<file path="config.mk">
export PLATFORM = sky130hd
export DESIGN_NAME = sram_byte_bridge
export DESIGN_NICKNAME = d
export VERILOG_FILES = /design/src/rtl/sram_byte_bridge.sv
export SDC_FILE = /design/constraint.sdc
export NUM_CORES = 1
export LEC_CHECK = 0
export ABC_AREA = 1
export CAP_MARGIN = 20
export CORE_ASPECT_RATIO = 1.5
export CORE_MARGIN = 5
export CORE_UTILIZATION = 35
export CTS_CLUSTER_SIZE = 12
export DETAILED_ROUTE_END_ITERATION = 12
export PLACE_DENSITY = 0.59
export SYNTH_ARGS = -nofsm -noshare
export SYNTH_HDL_FRONTEND = slang
export SYNTH_SLANG_ARGS = --single-unit
export TNS_END_PERCENT = 1
</file>
<file path="constraint.sdc">
create_clock -name clk -period 3.5 [get_ports clk]
set_clock_uncertainty 0.05 [all_clocks]
set_input_delay 1.05 -clock clk [delete_from_list [all_inputs] [get_ports clk]]
set_output_delay 1.05 -clock clk [all_outputs]
set_load 0.02 [all_outputs]
</file>
<file path="src/rtl/sram_byte_bridge.sv">
// sram_byte_bridge: rc2014 8-bit memory bus onto a 16-bit asynchronous SRAM.
// Byte writes are read-modify-write of the whole word because the SRAM has no byte enables.
// All SRAM strobes are registered, so they come straight from flops with no decode glitches.
// Optional feature macro: SRAM_RD_CACHE_EN adds a one-word read cache (valid, tag, word).
module sram_byte_bridge #(
    parameter int unsigned RD_WAIT  = 2,
    parameter int unsigned WE_WIDTH = 2,
    parameter int unsigned TURN     = 1
) (
    input  logic        clk,
    input  logic        resetn,
    input  logic        req,
    input  logic        we,
    input  logic [19:0] addr,
    input  logic [7:0]  wdata,
    output logic [7:0]  rdata,
    output logic        ack,
    output logic        busy,
    output logic [18:0] sram_adr,
    output logic [15:0] sram_dat_o,
    input  logic [15:0] sram_dat_i,
    output logic        sram_dat_oe,
    output logic        sram_cs_n,
    output logic        sram_oe_n,
    output logic        sram_we_n
);

    typedef enum logic [2:0] {
        S_IDLE, S_RD, S_TURN, S_WSET, S_WPULSE, S_WHOLD, S_ACK
    } state_t;

    localparam int unsigned     CW        = 8;
    localparam logic [CW-1:0]   RD_LAST   = CW'(RD_WAIT - 1);
    localparam logic [CW-1:0]   WE_LAST   = CW'(WE_WIDTH - 1);
    localparam logic [CW-1:0]   TURN_LAST = CW'(TURN - 1);

    state_t        r_state, w_state_nxt;
    logic [CW-1:0] r_cnt, w_cnt_nxt;
    logic          r_we, r_lane;
    logic [7:0]    r_wdata, r_rdata;
    logic [15:0]   r_word, r_dat_o;
    logic [18:0]   r_adr;
    logic          r_ack, r_busy, r_cs_n, r_oe_n, r_we_n, r_dat_oe;
    logic          w_cs_n_nxt, w_oe_n_nxt, w_we_n_nxt, w_dat_oe_nxt;
    logic          w_rd_last, w_rd_hit, w_wr_hit;
    logic [15:0]   w_cache_word, w_m_word, w_merged;
    logic [7:0]    w_m_byte, w_rd_byte;
    logic          w_m_lane;

    assign w_rd_last = (r_state == S_RD) && (r_cnt == RD_LAST);

    // In IDLE the merge/read source is the cache and the live inputs; later it is the latched
    // request, with the SRAM bus used directly on the capture cycle so RD can feed WSET/ACK.
    assign w_m_word  = (r_state == S_IDLE) ? w_cache_word : (w_rd_last ? sram_dat_i : r_word);
    assign w_m_byte  = (r_state == S_IDLE) ? wdata   : r_wdata;
    assign w_m_lane  = (r_state == S_IDLE) ? addr[0] : r_lane;
    assign w_merged  = w_m_lane ? {w_m_byte, w_m_word[7:0]} : {w_m_word[15:8], w_m_byte};
    assign w_rd_byte = w_m_lane ? w_m_word[15:8] : w_m_word[7:0];

`ifdef SRAM_RD_CACHE_EN
    logic        r_cv;
    logic [18:0] r_ctag;
    logic [15:0] r_cword;
    logic        w_hit;

    assign w_hit        = r_cv && (r_ctag == addr[19:1]);
    assign w_rd_hit     = w_hit && !we;
    assign w_wr_hit     = w_hit && we;
    assign w_cache_word = r_cword;

    // Cache fill on every SRAM read capture, update with the merged word on write completion
    always_ff @(posedge clk) begin
        if (!resetn) begin
            r_cv    <= 1'b0;
            r_ctag  <= '0;
            r_cword <= '0;
        end else if (w_rd_last) begin
            r_cv    <= 1'b1;
            r_ctag  <= r_adr;
            r_cword <= sram_dat_i;
        end else if (r_state == S_WHOLD) begin
            r_cv    <= 1'b1;
            r_ctag  <= r_adr;
            r_cword <= r_dat_o;
        end
    end
`else
    assign w_rd_hit     = 1'b0;
    assign w_wr_hit     = 1'b0;
    assign w_cache_word = '0;
`endif

    // State register and phase counter
    always_ff @(posedge clk) begin
        if (!resetn) begin
            r_state <= S_IDLE;
            r_cnt   <= '0;
        end else begin
            r_state <= w_state_nxt;
            r_cnt   <= w_cnt_nxt;
        end
    end

    // Next-state logic and strobe levels for the state being entered
    always_comb begin
        w_state_nxt = r_state;
        w_cnt_nxt   = r_cnt;
        case (r_state)
            S_IDLE: begin
                if (req) begin
                    w_cnt_nxt = '0;
                    if (w_rd_hit)      w_state_nxt = S_ACK;
                    else if (w_wr_hit) w_state_nxt = (TURN == 0) ? S_WSET : S_TURN;
                    else               w_state_nxt = S_RD;
                end
            end
            S_RD: begin
                if (w_rd_last) begin
                    w_cnt_nxt   = '0;
                    w_state_nxt = !r_we ? S_ACK : ((TURN == 0) ? S_WSET : S_TURN);
                end else begin
                    w_cnt_nxt = r_cnt + 1'b1;
                end
            end
            S_TURN: begin
                if (r_cnt == TURN_LAST) begin
                    w_cnt_nxt   = '0;
                    w_state_nxt = S_WSET;
                end else begin
                    w_cnt_nxt = r_cnt + 1'b1;
                end
            end
            S_WSET: begin
                w_cnt_nxt   = '0;
                w_state_nxt = S_WPULSE;
            end
            S_WPULSE: begin
                if (r_cnt == WE_LAST) begin
                    w_cnt_nxt   = '0;
                    w_state_nxt = S_WHOLD;
                end else begin
                    w_cnt_nxt = r_cnt + 1'b1;
                end
            end
            S_WHOLD: w_state_nxt = S_ACK;
            S_ACK:   w_state_nxt = S_IDLE;
            default: w_state_nxt = S_IDLE;
        endcase

        w_cs_n_nxt   = 1'b1;
        w_oe_n_nxt   = 1'b1;
        w_we_n_nxt   = 1'b1;
        w_dat_oe_nxt = 1'b0;
        case (w_state_nxt)
            S_RD: begin
                w_cs_n_nxt = 1'b0;
                w_oe_n_nxt = 1'b0;
            end
            S_WSET, S_WHOLD: begin
                w_cs_n_nxt   = 1'b0;
                w_dat_oe_nxt = 1'b1;
            end
            S_WPULSE: begin
                w_cs_n_nxt   = 1'b0;
                w_we_n_nxt   = 1'b0;
                w_dat_oe_nxt = 1'b1;
            end
            default: ;
        endcase
    end

    // Registered outputs, request capture and datapath
    always_ff @(posedge clk) begin
        if (!resetn) begin
            r_cs_n   <= 1'b1;
            r_oe_n   <= 1'b1;
            r_we_n   <= 1'b1;
            r_dat_oe <= 1'b0;
            r_ack    <= 1'b0;
            r_busy   <= 1'b0;
            r_adr    <= '0;
            r_dat_o  <= '0;
            r_rdata  <= '0;
            r_we     <= 1'b0;
            r_lane   <= 1'b0;
            r_wdata  <= '0;
            r_word   <= '0;
        end else begin
            r_cs_n   <= w_cs_n_nxt;
            r_oe_n   <= w_oe_n_nxt;
            r_we_n   <= w_we_n_nxt;
            r_dat_oe <= w_dat_oe_nxt;
            r_ack    <= (w_state_nxt == S_ACK);
            r_busy   <= (w_state_nxt != S_IDLE);
            if (r_state == S_IDLE && req) begin
                r_we    <= we;
                r_lane  <= addr[0];
                r_wdata <= wdata;
                r_adr   <= addr[19:1];
            end
            if (w_rd_last)
                r_word <= sram_dat_i;
            else if (r_state == S_IDLE && req && w_wr_hit)
                r_word <= w_cache_word;
            if (w_state_nxt == S_WSET && r_state != S_WSET)
                r_dat_o <= w_merged;
            if (w_state_nxt == S_ACK && r_state != S_WHOLD)
                r_rdata <= w_rd_byte;
        end
    end

    assign rdata       = r_rdata;
    assign ack         = r_ack;
    assign busy        = r_busy;
    assign sram_adr    = r_adr;
    assign sram_dat_o  = r_dat_o;
    assign sram_dat_oe = r_dat_oe;
    assign sram_cs_n   = r_cs_n;
    assign sram_oe_n   = r_oe_n;
    assign sram_we_n   = r_we_n;

endmodule

</file>
# --- Word level (Yosys, flattened, before mapping) ---
# Index checks and enable logic that the tools add are counted.
# Widths: inputs -> output; s select.
op_classes:
  muxes: 21
  reduce_logical: 11
  n_eq_ne: 14
  n_addsub: 1
op_table:
  columns: ["op", "n"]
  rows:
  - ["$mux 16", 3]
  - ["$mux 8", 6]
  - ["$pmux 8 s5", 1]
  - ["$pmux 3 s6", 1]
  - ["$eq 3x3->1 const B", 5]
  - ["$mux 3", 5]
  - ["$eq 3x2->1 const B", 3]
  - ["$add 8x1->8 const B", 1]
  - ["$eq 8x1->1 const B", 1]
  - ["$logic_not 8->1", 1]
  - ["$eq 3x1->1 const B", 2]
  - ["$mux 1", 5]
  - ["$reduce_bool 5->1", 1]
  - ["$logic_and 1x1->1", 4]
  - ["$reduce_or 4->1", 1]
  - ["$logic_not 3->1", 1]
  - ["$ne 3x2->1 const B", 1]
  - ["$ne 3x3->1 const B", 1]
  - ["$reduce_bool 3->1", 1]
  - ["$reduce_or 3->1", 1]
  - ["$ne 2x2->1 const B", 1]
  - ["$reduce_and 2->1", 1]
totals:
  in_bits: 48
  out_inout_bits: 49
  register_bits: 86
  elab_cells: 62

# --- Longest topological paths before layout ---
depth:
  ltp_word: 7
  depth_mapped: 11
  depth_no_buf: 10

# --- Least setup slack after synthesis ---
# Ideal clock, no wire load.
synth_path:
  path_kind: "input port to flip-flop"
  from: "input resetn"
  to: "register r_word[0]"
  setup_time_ns: 0.128
  setup_slack_ns: 1.413
  cell_stages: 5
  required_ns: 3.322
  t_arrival_ns: 1.910
  n_path_buf: 3
  path_cell_list: "clkbuf_1 -> inv_1 -> clkbuf_1 -> buf_1 -> nor2_1"
synth_lines:
  columns: ["item", "line", "text"]
  rows:
  - ["start: declaration", "11", "input logic resetn,"]
  - ["end signal: assignment", "202", "r_word <= sram_dat_i;"]
  - ["end signal: assignment", "204", "r_word <= w_cache_word;"]
  - ["end: declaration", "41", "logic [15:0] r_word, r_dat_o;"]
# No word-level cell between the ends.

# --- Worst setup path in the final report ---
layout_path:
  from: "register r_dat_o[13] (netlist: sram_dat_o[13])"
  to: "output sram_dat_o[13]"
layout_lines:
  columns: ["item", "line", "text"]
  rows:
  - ["start: declaration", "41", null]
  - ["start signal: assignment", "206", "r_dat_o <= w_merged;"]
  - ["end: declaration", "20", "output logic [15:0] sram_dat_o,"]
# No word-level cell between the ends.

==> flow_results.xml <==
<?xml version="1.0" encoding="UTF-8"?>
<metrics>
  <group name="timing">
    <metric name="whs" unit="ns">0.401</metric>
    <metric name="rsz_0062_raised_after_global_routing" unit="">no</metric>
    <metric name="slew_headroom" unit="">0.469</metric>
    <metric name="setup_total_negative_slack" unit="ns">0</metric>
    <metric name="fmax" unit="GHz">0.414</metric>
    <metric name="slew_violations" unit="">0</metric>
    <metric name="final_period_minus_worst_setup_slack" unit="ns">2.41</metric>
    <metric name="setup_viol" unit="">0</metric>
    <metric name="timing.final.hold_violations" unit="">0</metric>
    <metric name="finalCritPeriodShare" unit="">0.690</metric>
    <metric name="worstMarginPinSlew" unit="ns">0.793</metric>
  </group>
  <group name="clock_network">
    <metric name="cts_sinks" unit="">86</metric>
    <metric name="cts_buffers" unit="">9</metric>
    <metric name="cts-root-to-sink-buffers" unit="">2</metric>
    <metric name="tritoncts" unit="">yes</metric>
    <metric name="postCtsSetupBuffers" unit="">0</metric>
    <metric name="count_of_cells_resized_by_post_cts_repair" unit="">0</metric>
    <metric name="clk-insertion-delay-late" unit="ns">0.34</metric>
    <metric name="h-tree-depth" unit="">3</metric>
    <metric name="clkSlewWorstSetupHoldPaths" unit="ns">0.06</metric>
    <metric name="ctsRootBufferMaster" unit="">sky130_fd_sc_hd__clkbuf_16</metric>
    <metric name="post_cts_hold_buffer_count" unit="">0</metric>
  </group>
  <group name="finish">
    <metric name="antenna_cells_inserted" unit="">0</metric>
    <metric name="layout-area-overhead-vs-synth" unit="%">32.1</metric>
    <metric name="final_nets" unit="">701</metric>
    <metric name="fraction_of_final_layout_cells_sized_beyond_drive_strength_1" unit="">0.0733</metric>
    <metric name="seq_area" unit="µm²">1720</metric>
    <metric name="combined_area_of_the_multi_input_logic_cells" unit="µm²">1910</metric>
    <metric name="layout.cells.non_filler" unit="">805</metric>
    <metric name="nFillCells" unit="">1187</metric>
  </group>
  <group name="worst_setup_path">
    <metric name="worstSetupPathType" unit="">flop to output port</metric>
    <metric name="worst_path_bufs_invs" unit="">1</metric>
    <metric name="worstSetupEndpointType" unit="">output port</metric>
    <metric name="timing.critical_path.cells" unit="">clkdlybuf4s50_1</metric>
    <metric name="cpPeakStageDelay" unit="ns">0.62</metric>
    <metric name="critPathArrivalTime" unit="ns">1.31</metric>
    <metric name="crit_path_top_delay_cell" unit="">sky130_fd_sc_hd__clkdlybuf4s50_1</metric>
    <metric name="path_max_fanout" unit="">2</metric>
    <metric name="required" unit="ns">2.40</metric>
    <metric name="worst_path_dominant_cell_family" unit="">buffers and inverters</metric>
    <metric name="setup.worst_path.start_class" unit="">flop</metric>
  </group>
  <group name="outcome">
    <metric name="outcome" unit="">finished clean</metric>
  </group>
  <group name="place">
    <metric name="gp_congestion" unit="">0.810</metric>
    <metric name="io_buffer_count" unit="">96</metric>
    <metric name="place.detailed.hpwl" unit="µm">8330</metric>
    <metric name="placed_cells" unit="">789</metric>
  </group>
  <group name="grt">
    <metric name="pin_count_of_the_biggest_net_entering_global_routing" unit="">43</metric>
    <metric name="first_pass_grt_wire_length" unit="µm">18400</metric>
    <metric name="grt_pass1_vias" unit="">3736</metric>
    <metric name="globalRouteOverflowTotal" unit="">0</metric>
    <metric name="groute.usage.overall" unit="">0.164</metric>
    <metric name="antenna_found_initial" unit="">0</metric>
  </group>
  <group name="synth">
    <metric name="synthesis.area_per_instance" unit="µm²">7.12</metric>
    <metric name="share_of_the_yosys_chip_area_belonging_to_registers" unit="">0.424</metric>
    <metric name="ys_ff_latch" unit="">86</metric>
    <metric name="synth_cells" unit="">570</metric>
    <metric name="fraction_of_post_synthesis_cell_area_in_the_top_cell_type_by_area" unit="">0.424</metric>
    <metric name="syn_area" unit="µm²">4060</metric>
    <metric name="synthesis.nets" unit="">621</metric>
    <metric name="synth_warnings" unit="">0</metric>
    <metric name="synth_cell_type_count" unit="">34</metric>
    <metric name="synth.area.top_cells" unit="">sky130_fd_sc_hd__dfxtp_1 42%, sky130_fd_sc_hd__nand2_1 12%, sky130_fd_sc_hd__nand3_1 6.9%, sky130_fd_sc_hd__nand4_1 5.6%, sky130_fd_sc_hd__nor2_1 5.6%</metric>
    <metric name="synth.largest_area_cell" unit="">sky130_fd_sc_hd__dfxtp_1</metric>
  </group>
  <group name="die">
    <metric name="floorplan.die.width" unit="µm">97.9</metric>
    <metric name="die_h" unit="µm">142</metric>
    <metric name="rows" unit="">48</metric>
    <metric name="coreArea" unit="µm²">11400</metric>
    <metric name="initial_utilization" unit="">0.356</metric>
    <metric name="pin_count" unit="">97</metric>
    <metric name="die_ar" unit="µm²">13900</metric>
  </group>
  <group name="route">
    <metric name="detail-route-antenna-nets" unit="">0</metric>
    <metric name="final_routed_wirelength" unit="µm">11500</metric>
    <metric name="avgRoutedWirePerCell" unit="µm">14.3</metric>
    <metric name="vias" unit="">3908</metric>
    <metric name="remaining_drc_errors" unit="">0</metric>
    <metric name="post_drt_via_cell_ratio" unit="">4.85</metric>
    <metric name="first_iter_violations" unit="">124</metric>
    <metric name="detail_route.first_pass.iterations" unit="">4</metric>
  </group>
  <group name="run">
    <metric name="maxCapViolations" unit="">0</metric>
  </group>
  <group name="power">
    <metric name="vdd.ir_drop.worst" unit="µV">298</metric>
    <metric name="pwr_density_cell" unit="nW/µm²">634</metric>
    <metric name="static-leakage-power" unit="µW">0.00222</metric>
  </group>
  <group name="min_path">
    <metric name="min-delay-path-class" unit="">flop to flop</metric>
  </group>
</metrics>
## metrics by stage
stage                util  worst slack, ns  area [µm²]  total power [µW]
CTS                 0.470             1.06        5360              3440
detailed placement  0.445            0.820        5080              2520
global route        0.470            0.986        5360              3620
finish              0.470             1.09        5360              3400
floorplan               -             1.41        4060              2130
global placement    0.445            0.859        5080              2500
## cell usage after synthesis
master	count
sky130_fd_sc_hd__inv_2	7
sky130_fd_sc_hd__nor2_1	60
sky130_fd_sc_hd__o21a_1	7
sky130_fd_sc_hd__nor2_8	1
sky130_fd_sc_hd__nand2_2	10
sky130_fd_sc_hd__nand3b_1	14
sky130_fd_sc_hd__or2_2	1
sky130_fd_sc_hd__o211ai_1	1
sky130_fd_sc_hd__buf_4	7
sky130_fd_sc_hd__nand2_1	131
sky130_fd_sc_hd__o21ai_4	1
sky130_fd_sc_hd__o21ai_1	2
sky130_fd_sc_hd__dfxtp_1	86
sky130_fd_sc_hd__ha_1	3
sky130_fd_sc_hd__nor3_1	2
sky130_fd_sc_hd__o31ai_1	1
sky130_fd_sc_hd__xnor2_1	1
sky130_fd_sc_hd__buf_1	4
sky130_fd_sc_hd__buf_6	2
sky130_fd_sc_hd__o22ai_1	2
sky130_fd_sc_hd__xor2_1	5
sky130_fd_sc_hd__nand4_1	36
sky130_fd_sc_hd__nor2_4	1
sky130_fd_sc_hd__inv_1	59
sky130_fd_sc_hd__nand2_4	2
sky130_fd_sc_hd__nand3_2	1
sky130_fd_sc_hd__nand3_1	56
sky130_fd_sc_hd__a21boi_1	1
sky130_fd_sc_hd__o22ai_2	1
sky130_fd_sc_hd__a31oi_1	1
sky130_fd_sc_hd__buf_2	8
sky130_fd_sc_hd__clkbuf_1	12
sky130_fd_sc_hd__o21ai_0	9
sky130_fd_sc_hd__a21oi_1	35
## sequential cells by signal (all words and copies together), names as in the netlist
register and cells:
sram_adr 19, r_word 16, sram_dat_o 16, r_cnt 8
r_wdata 8, rdata 8, r_state 3, ack 1
busy 1, r_lane 1, r_we 1, sram_cs_n 1
sram_dat_oe 1, sram_oe_n 1, sram_we_n 1
## cell usage in the layout (no fill, tap or decap), types with 2 or more instances in the layout
cell | synthesis | routed
sky130_fd_sc_hd__nand2_4 | 2 | 2
sky130_fd_sc_hd__buf_4 | 7 | 6
sky130_fd_sc_hd__clkdlybuf4s50_1 | 0 | 96
sky130_fd_sc_hd__ha_1 | 3 | 3
sky130_fd_sc_hd__o22ai_1 | 2 | 2
sky130_fd_sc_hd__nand3b_1 | 14 | 14
sky130_fd_sc_hd__nand2_1 | 131 | 131
sky130_fd_sc_hd__xor2_1 | 5 | 5
sky130_fd_sc_hd__o21ai_0 | 9 | 9
sky130_fd_sc_hd__nor3_1 | 2 | 2
sky130_fd_sc_hd__nand2_2 | 10 | 10
sky130_fd_sc_hd__o21a_1 | 7 | 7
sky130_fd_sc_hd__inv_1 | 59 | 58
sky130_fd_sc_hd__clkinvlp_4 | 0 | 3
sky130_fd_sc_hd__dfxtp_1 | 86 | 86
sky130_fd_sc_hd__a21oi_1 | 35 | 35
sky130_fd_sc_hd__inv_2 | 7 | 8
sky130_fd_sc_hd__clkbuf_16 | 0 | 9
sky130_fd_sc_hd__nor2_1 | 60 | 60
sky130_fd_sc_hd__o21ai_1 | 2 | 2
sky130_fd_sc_hd__nand4_1 | 36 | 36
sky130_fd_sc_hd__nand3_1 | 56 | 56
## worst paths after layout
path	startpoint	end	slack [ns]	depth (start not counted)
hold / removal	r_wdata[1]	r_wdata[1]	0.40	2
setup reg to reg	r_state[2]	rdata[0]	1.24	9
hold reg to reg	r_wdata[1]	r_wdata[1]	0.40	2
setup / recovery	sram_dat_o[13]	sram_dat_o[13]	1.09	1
## where the power goes
group          leakage (µW)  switching (µW)  total (µW)  internal, µW
registers          0.000700            92.8        1220          1130
clock network      0.000131             408         911           503
logic               0.00139             821        1260           443
total               0.00222            1320        3400          2080
## cell type report
type | instances | share of cell area
multi-input cells | 385 | 0.357
flip-flops and latches | 86 | 0.321
repair buffers | 102 | 0.188
inverters | 66 | 0.0462
clock buffers | 10 | 0.0446
well taps | 150 | 0.0350
clock inverters | 6 | 0.00840
## routing by layer
| layer | track usage | vias to the layer above | wire length [µm] |
|---|---|---|---|
| met3 | 0.0394 | 16 | 516 |
| li1 | - | 1995 | - |
| met2 | 0.308 | 82 | 6290 |
| met4 | 0.0627 | 0 | 235 |
| met5 | 0 | - | 0 |
| met1 | 0.176 | 1815 | 4480 |
## cells by family (layout without fill, tap and decap cells)
group / after synthesis / after routing / share of synthesized area
buf+inv: 99 / 184 / 0.104
flops: 86 / 86 / 0.424
simple gates: 315 / 315 / 0.362
fa+ha+maj: 3 / 3 / 0.00925
compound gates: 61 / 61 / 0.0870
xor+xnor: 6 / 6 / 0.0130
Power figures use the tool's default switching activity.
==> edit: new RTL, config.mk and constraints unchanged <==
Add a define of `SRAM_RD_CACHE_EN`.
--- a/src/rtl/sram_byte_bridge.sv
+++ b/src/rtl/sram_byte_bridge.sv
@@ -4,2 +4,4 @@
 // Optional feature macro: SRAM_RD_CACHE_EN adds a one-word read cache (valid, tag, word).
+`define SRAM_RD_CACHE_EN
+
 module sram_byte_bridge #(
Check against the original RTL: not equivalent (Yosys sat finds a counterexample within 10 cycles, from zero or initial values and one cycle with resetn low).
==> edit against the unedited design <==
Core utilization is 1.7 points lower; first-iteration DRC count grew to 2.9 times the old value; via count is 53% higher; combinational power is 42% higher; critical path depth is 8 higher; cell area is 45% higher; worst setup slack worse by 0.27 ns; area after synthesis is 49% higher; worst hold slack worse by 0.0055 ns; sequential cell count is 36 higher; routed wire length is 60% higher; non-clock buffer count is 7 higher; power is 59% higher.
==> edit: results (changes against the unedited design) <==
| Metric | Value |
|---|---|
| Status | finished, final reports clean |
| Synth Area in Compound Gates | 0.213 (+0.127) |
| Post-Syn Nets | 934 (+50%) |
| Initial antenna violation count | 0 (unchanged) |
| Largest net degree at the start of global routing | 40 (-7.0%) |
| R2R setup slack | 1.19 ns (-0.05 ns) |
| Tightest Pin Transition | 0.691 ns (-0.102 ns) |
| Pleak | 0.00325 µW (+46%) |
| Ant diodes | 0 (unchanged) |
| Iter 0 DRT Violations | 365 (+190%) |
| Post-cts sizing count | 0 (unchanged) |
| Crit. Startpoint | addr[19] |
| Post-synthesis xor/xnor area fraction | 0.00579 (-0.00716) |
| Reg2Reg Launch Point | r_cnt[1] |
| Top area cells in the synthesized netlist | dfxtp_1 (40%), nand2_1 (10%), o21ai_0 (9.3%) |
| Clock Latency Late Sink | 0.42 ns (+0.08 ns) |
| WL final | 18400 µm (+60%) |
| Worst R2R End | rdata[3] |
| Hold Path Class | reg -> reg |
| CTS Buf Count | 17 (+8) |
| Port bufs | 96 (unchanged) |
| Hold Startpoint | r_wdata[7] |
| First drt pass iteration count | 5 (+1) |
| Cell variety after synth | 38 (+12%) |
| Hold Path Sink | r_wdata[7] |
| Crit path max fanout | 4 (+2) |
| H-tree levels | 4 (+1) |
| Critical path endpoint | rdata[7] |
| Layout cell share with drive strength beyond 1 | 0.0959 (+0.0226) |
| Seq/Total Area, Yosys | 0.403 (-0.0209) |
| Placed inst area | 7180 µm² (+41%) |
| Warnings from Yosys | 0 (unchanged) |
| Routed vias/inst | 5.02 (+3.4%) |
| Max IR drop VDD | 401 µV (+34%) |
| HPWL Detailed | 13200 µm (+58%) |
| Vias in the first global route | 5689 (+52%) |
| Async SR Flop Fraction | 0 (unchanged) |
| Worst hold path stage count | 2 (unchanged) |
| Nets | 1018 (+45%) |
| First-pass GRT wire length | 29600 µm (+61%) |
| Top cells by count, synth | nand2_1 (161), dfxtp_1 (122), o21ai_0 (112) |
| CTS Buffer Depth | 2 (unchanged) |
| Top delay family on crit path | simple AND/OR/NAND/NOR gates |
| Total track usage | 0.183 (+0.0188) |
| Post-synthesis adder-cell area fraction | 0.00620 (-0.00305) |
| Worst endpoint data arrival time | 2.95 ns (+1.64 ns) |
| Routability Congestion | 0.841 (+3.9%) |
| Clk slew on worst S/H paths | 0.06 ns (about the same) |
| Crit-path max cell delay | 0.46 ns (-0.16 ns) |
| R2R depth | 13 (+4) |
[edit: layer usage]
layer,global-route usage,vias to the layer above,routed length (µm)
met2,0.330,158,9550
met1,0.201,2719,7290
met4,0.0843,0,616
met5,0,-,0
li1,-,3070,-
met3,0.0473,41,961
[edit: metrics by stage]
stage | setup slack, ns | cells | hold slack, ns | power (µW)
floorplan | 1.15 | 883 | 0.375 | 2990
global placement | 0.422 | 1161 | 0.383 | 3580
detailed placement | 0.417 | 1161 | 0.390 | 3590
CTS | 0.854 | 1193 | 0.399 | 5440
global route | 0.621 | 1193 | 0.422 | 5710
finish | 0.817 | 1193 | 0.395 | 5390
[edit: final cells by class]
cell class | instances | area [µm²]
fillers | 1754 | 9410
flip-flops and latches | 122 | 2440
inverters | 105 | 395
multi-input cells | 612 | 3010
clock buffers | 17 | 425
repair buffers | 109 | 1070
clock inverters | 15 | 191
well taps | 213 | 267
[edit: report_power, final]
group          switching [µW]  internal, µW
Clock                     710          1130
Sequential                145          1610
Combinational            1150           640
Total                    2010          3380
